--- src/rtl/hilo_pkg.sv ---
// Shared definitions for the HI/LO unit: op-codes, FSM encoding, request record
// and the two's-complement helper used for magnitude/sign conversion.
package hilo_pkg;

  localparam logic [2:0] OP_NOP  = 3'd0;
  localparam logic [2:0] OP_DIV  = 3'd1;
  localparam logic [2:0] OP_DIVU = 3'd2;
  localparam logic [2:0] OP_MTHI = 3'd3;
  localparam logic [2:0] OP_MTLO = 3'd4;

  localparam int DIV_TIMEOUT_DEF = 64;

  typedef enum logic [2:0] {
    ST_IDLE,
    ST_LAUNCH,
    ST_WAIT,
    ST_FIX,
    ST_DRAIN
  } state_t;

  // Operands handed to the unsigned divider plus the sign fix-up to apply later.
  typedef struct packed {
    logic [31:0] a;
    logic [31:0] b;
    logic        neg_q;
    logic        neg_r;
  } div_req_t;

  function automatic logic [31:0] neg32(input logic [31:0] v);
    return ~v + 32'd1;
  endfunction

endpackage

--- src/rtl/hilo_sign_fix.sv ---
// One operand lane of sign handling: absolute value on the way into the divider,
// conditional negation of the divider result on the way back.
module hilo_sign_fix
  import hilo_pkg::*;
(
  input  logic [31:0] i_mag_in,
  input  logic        i_mag_signed,
  output logic [31:0] o_mag,
  input  logic [31:0] i_fix_in,
  input  logic        i_fix_neg,
  output logic [31:0] o_fix
);

  // 0x80000000 negates to itself, which is exactly the magnitude the divider needs.
  assign o_mag = (i_mag_signed && i_mag_in[31]) ? neg32(i_mag_in) : i_mag_in;
  assign o_fix = i_fix_neg ? neg32(i_fix_in) : i_fix_in;

endmodule

--- src/rtl/hilo_unit.sv ---
// HI/LO register owner: screens divide requests, drives the external unsigned
// divider, sign-corrects its result and commits HI (remainder) / LO (quotient).
module hilo_unit
  import hilo_pkg::*;
#(
  parameter int DIV_TIMEOUT = DIV_TIMEOUT_DEF
) (
  input  logic        i_clk,
  input  logic        i_rst_n,
  input  logic        i_op_valid,
  input  logic [2:0]  i_op_code,
  input  logic [31:0] i_rs_val,
  input  logic [31:0] i_rt_val,
  input  logic        i_op_abort,
  output logic        o_op_ready,
  output logic        o_busy,
  output logic [31:0] o_hi_out,
  output logic [31:0] o_lo_out,
  output logic        o_div_zero_exc,
  output logic        o_div_timeout,
  output logic        o_div_start,
  output logic [31:0] o_div_a,
  output logic [31:0] o_div_b,
  input  logic        i_div_done,
  input  logic [31:0] i_div_q,
  input  logic [31:0] i_div_r
);

  localparam int CW = $clog2(DIV_TIMEOUT + 2);

  state_t          r_state, w_state_nxt;
  logic [CW-1:0]   r_cnt, w_cnt_nxt, w_cnt_inc;
  logic [31:0]     r_hi, r_lo, r_q, r_r;
  div_req_t        r_req;
  logic            r_busy, r_zero_exc, r_timeout, w_timeout_nxt;
  logic            w_accept, w_is_div, w_signed, w_rt_zero, w_launch, w_expire;
  logic [31:0]     w_a_mag, w_b_mag, w_lo_fix, w_hi_fix;

  assign w_accept  = i_op_valid && (r_state == ST_IDLE);
  assign w_is_div  = (i_op_code == OP_DIV) || (i_op_code == OP_DIVU);
  assign w_signed  = (i_op_code == OP_DIV);
  assign w_rt_zero = (i_rt_val == 32'd0);
  assign w_launch  = w_accept && w_is_div && !w_rt_zero;
  assign w_cnt_inc = r_cnt + 1'b1;
  assign w_expire  = (w_cnt_inc >= CW'(DIV_TIMEOUT));

  // Lane 0 carries dividend -> quotient, lane 1 carries divisor -> remainder.
  hilo_sign_fix u_fix_q (
    .i_mag_in    (i_rs_val),
    .i_mag_signed(w_signed),
    .o_mag       (w_a_mag),
    .i_fix_in    (r_q),
    .i_fix_neg   (r_req.neg_q),
    .o_fix       (w_lo_fix)
  );

  hilo_sign_fix u_fix_r (
    .i_mag_in    (i_rt_val),
    .i_mag_signed(w_signed),
    .o_mag       (w_b_mag),
    .i_fix_in    (r_r),
    .i_fix_neg   (r_req.neg_r),
    .o_fix       (w_hi_fix)
  );

  always_comb begin
    w_state_nxt   = r_state;
    w_cnt_nxt     = r_cnt;
    w_timeout_nxt = 1'b0;
    case (r_state)
      ST_IDLE: begin
        if (w_launch) w_state_nxt = ST_LAUNCH;
      end
      ST_LAUNCH: begin
        w_cnt_nxt   = '0;
        w_state_nxt = i_op_abort ? ST_DRAIN : ST_WAIT;
      end
      ST_WAIT: begin
        if (i_div_done) begin
          // An abort coinciding with completion simply drops the result.
          w_state_nxt = i_op_abort ? ST_IDLE : ST_FIX;
        end else begin
          w_cnt_nxt = w_cnt_inc;
          if (i_op_abort) begin
            w_state_nxt = ST_DRAIN;
          end else if (w_expire) begin
            w_state_nxt   = ST_IDLE;
            w_timeout_nxt = 1'b1;
          end
        end
      end
      ST_FIX: w_state_nxt = ST_IDLE;
      ST_DRAIN: begin
        if (i_div_done || w_expire) w_state_nxt = ST_IDLE;
        else                        w_cnt_nxt   = w_cnt_inc;
      end
      default: w_state_nxt = ST_IDLE;
    endcase
  end

  always_ff @(posedge i_clk or negedge i_rst_n) begin
    if (!i_rst_n) begin
      r_state    <= ST_IDLE;
      r_cnt      <= '0;
      r_busy     <= 1'b0;
      r_zero_exc <= 1'b0;
      r_timeout  <= 1'b0;
      r_req      <= '0;
      r_q        <= '0;
      r_r        <= '0;
      r_hi       <= '0;
      r_lo       <= '0;
    end else begin
      r_state    <= w_state_nxt;
      r_cnt      <= w_cnt_nxt;
      r_busy     <= (w_state_nxt != ST_IDLE);
      r_zero_exc <= w_accept && w_is_div && w_rt_zero;
      r_timeout  <= w_timeout_nxt;
      if (w_launch) begin
        r_req.a     <= w_a_mag;
        r_req.b     <= w_b_mag;
        r_req.neg_q <= w_signed && (i_rs_val[31] ^ i_rt_val[31]);
        r_req.neg_r <= w_signed && i_rs_val[31];
      end
      if ((r_state == ST_WAIT) && i_div_done) begin
        r_q <= i_div_q;
        r_r <= i_div_r;
      end
      if (w_accept && (i_op_code == OP_MTHI)) r_hi <= i_rs_val;
      if (w_accept && (i_op_code == OP_MTLO)) r_lo <= i_rs_val;
      if (r_state == ST_FIX) begin
        r_hi <= w_hi_fix;
        r_lo <= w_lo_fix;
      end
    end
  end

  assign o_op_ready     = (r_state == ST_IDLE);
  assign o_busy         = r_busy;
  assign o_div_start    = (r_state == ST_LAUNCH);
  assign o_div_a        = r_req.a;
  assign o_div_b        = r_req.b;
  assign o_hi_out       = r_hi;
  assign o_lo_out       = r_lo;
  assign o_div_zero_exc = r_zero_exc;
  assign o_div_timeout  = r_timeout;

endmodule

--- config.mk ---
export PLATFORM = sky130hd
export DESIGN_NAME = hilo_unit
export DESIGN_NICKNAME = d
export VERILOG_FILES = /design/src/rtl/hilo_pkg.sv /design/src/rtl/hilo_sign_fix.sv /design/src/rtl/hilo_unit.sv
export SDC_FILE = /design/constraint.sdc
export NUM_CORES = 1
export LEC_CHECK = 0
export CELL_PAD_IN_SITES_DETAIL_PLACEMENT = 1
export CELL_PAD_IN_SITES_GLOBAL_PLACEMENT = 1
export CORE_MARGIN = 3
export CORE_UTILIZATION = 38
export DETAILED_ROUTE_END_ITERATION = 8
export MAX_ROUTING_LAYER = met4
export PLACE_DENSITY = 0.88
export SKIP_LAST_GASP = 1
export SLEW_MARGIN = 20
export SYNTH_ARGS = -nofsm -noshare
export SYNTH_HDL_FRONTEND = slang
export SYNTH_SLANG_ARGS = --single-unit
--- constraint.sdc ---
create_clock -name i_clk -period 2.43 [get_ports i_clk]
set_input_delay 0.729 -clock i_clk [delete_from_list [all_inputs] [get_ports i_clk]]
set_output_delay 0.729 -clock i_clk [all_outputs]
set_load 0.05 [all_outputs]
==> flow_summary.toml <==
[cells_and_area]
fillers = 3078
multi_input_area_um2 = 5920
design_area_um2 = 16700
register_area_um2 = 5180
fin_nets = 1716
drive_above_1_share_pct = 24.4
syn_to_final_growth_pct = 49.9

[placement]
routabilityCongestion = 0.902
post-dp-hpwl_um = 33700
place_area_um2 = 15400
preCtsSetupSlack_ps = -706
portBuffers = 268

[global_route]
first_global_vias = 12300
grt.overflow.total = 0
grt_pass1_wl_um = 72600
use_met2_pct = 51.4
grt_util_met1_pct = 36.0
top_usage_layer = "met2"
grt_use_met3_pct = 5.53
grt_use_total_pct = 30.7
antenna_found_initial = 1
grt_max_degree = 66

[sta]
setup_ws_ps = -163
period_share_pct = 107
hold_violations = 0
period_needed_ps = 2590
rsz0062_at_grt = "yes"
clock_skew_ps = 22.6
relSlewSlack_pct = 57.9
fmax_mhz = 386
fin_hold_ws_ps = 185
setup_violations = 17
maxSlewViolCount = 0
tightest_slew_ps = 627

[worst_setup_path]
critPathMaxFanout = 4
crit_family = "simple AND/OR/NAND/NOR gates"
critPathMaxStageDelay_ps = 450
worstReg2RegStart = "r_q[20]"
crit_arrival_ps = 3000
r2r_slack_ps = -80
worstPathCellList = "clkdlybuf4s50_1, or3_4, buf_4, nor4_1, buf_4, nand4b_4, o31ai_2, xor2_1, o21ai_0"
path_class = "primary input to register"
slowest_stage = "clkdlybuf4s50_1"
r2r-end = "o_lo_out[29]"
crit_top_cell = "buf_4"
end_kind = "register"
reg2regPathDepth = 6
critPathBufInv = 3
cp-start-kind = "primary input"
cp.required_ps = 2830

[clock_network]
clk_latency_ps = 540
clockBufferDepth = 3
cts_max_level = 1
cts_sinks = 207
clkSlewWorstSetupHoldPaths_ps = 60
postCtsHoldBufs = 0
cts_root_buffer = "clkbuf_16"
cts_made_buffers = 25
cts_tree = "built"

[route]
first_pass_iters = 5
wire_per_inst_um = 25.8
vias = 11500
drcViolationCount = 0
ant_nets = 0
totalWireLength_um = 50800
drt_iter0_markers = 867
viasPerCell = 5.84

[worst_hold_path]
hold_class = "primary input to asynchronous set/reset pin"

[logic_synthesis]
syn_area_um2 = 11100
synth_cells = 1167
netlist.area_leader.share_pct = 46.6
synth.distinct_cells = 60
synth_top_cells_by_area = "dfrtp_1 (47%), mux2_2 (6.0%), nand2_1 (5.9%)"
ys_ff_latch = 207
yosys.area.top_type = "dfrtp_1"
synth_fp_nets = 1308
synth.most_common_cell = "dfrtp_1"
ys_seq_area_share_pct = 46.6
yosysWarnings = 0
synth-main-ff-cell = "dfrtp_1"
synth_common_cells = "dfrtp_1 (207), nand2_1 (174), o21ai_0 (95), nor2_1 (73), a21oi_1 (70)"
synth-edff-count = 0
synth_area_per_cell_um2 = 9.53
async_flop_share_pct = 100

[floorplanning]
die_y_um = 177
core_um2 = 28300
rows = 61
fp.dieW_um = 177
top_level_ports = 269
die_area_um2 = 31400
start_util_pct = 39.3

[power]
peakVddDrop_v = 0.000796
p_per_area_nw_per_um2 = 1150
leakage_nw = 7.44

[job]
drv_cap = 0

[outcome]
violations = "setup timing"
outcome = "finished, violations left"
-- through the flow --
step,total power [mW],instances,utilization (%),setup TNS [ps]
after floorplan,11.4,1167,-,-10.6
after global placement,14.8,1908,54.3,-67660
after detailed placement,15.3,1908,54.3,-74880
after CTS,18.7,1960,57.4,-80.1
after global routing,19.9,1973,58.9,-3110
final,19.1,1973,58.9,-765
-- cell type report --
class,instances,area share [%]
Antenna cell,1,0.0150
Clock inverter,9,0.323
Tap cell,378,2.84
Clock buffer,37,4.44
Multi-Input combinational cell,873,35.5
Timing Repair Buffer,450,25.4
Inverter,18,0.405
Sequential cell,207,31.1
-- report_power, final --
group          internal (mW)  switching [mW]
Clock                   2.11            1.59
Sequential              4.87            1.44
Combinational           3.00            6.09
Total                   9.97            9.13
-- layout by cell type, fill, tap and decap left out, types with 55 or more instances in the layout --
cell,count
xnor2_1,55
dfrtp_1,207
mux2_2,59
o21ai_0,89
buf_4,176
clkdlybuf4s50_1,124
a21oi_1,69
dlygate4sd2_1,109
nor2_1,66
nand2_1,173
xor2_1,62
-- worst max path at each step --
stage                      start     endpoint  cells past startpoint
floorplan           i_rt_val[10]  o_div_b[27]                      6
global placement    i_rt_val[10]       o_busy                      6
detailed placement  i_rt_val[10]       o_busy                      6
CTS                   r_state[2]  o_div_start                      5
global route        i_rt_val[17]  o_div_b[27]                      9
finish              i_rt_val[17]  o_div_b[27]                      9
-- metal layers --
layer  part of all wire [%]  vias up
li1                       -     4924
met1                     37     5753
met2                     49      634
met3                    7.8      220
met4                    6.0        0
met5                      0        -
-- timing repair --
item	in CTS	in global routing
cloned	3	5
setup buffers	3	7
hold endpoints to repair	0	0
endpoints found under the setup margin	202	123
gates resized for setup	139	68
pin swaps	12	23
-- registers in the layout, indices dropped and copies added (netlist names), 2 cells and up --
signal    count
o_div_a      32
o_div_b      32
o_hi_out     32
o_lo_out     32
r_q          32
r_r          32
r_cnt         7
r_state       3
r_req         2
-- cells by family after synthesis --
logic type,count (synthesis),synth area share (%)
XOR/XNOR,118,9.29
buffers and inverters,88,3.32
adder cells (fa/ha/maj),5,0.563
AO/OA/AOI/OAI,271,14.7
multiplexers,73,7.24
AND/OR/NAND/NOR,405,18.3
flip-flops,207,46.6
-- worst reg2reg max path, stage by stage, from the launching register on --
cell     delay, ps
dfrtp_1        460
or4_1          680
nor2_1         400
nand3_4        200
nor4_2         320
mux2i_1        230
o21ai_1         80
Power figures use the tool's default switching activity.
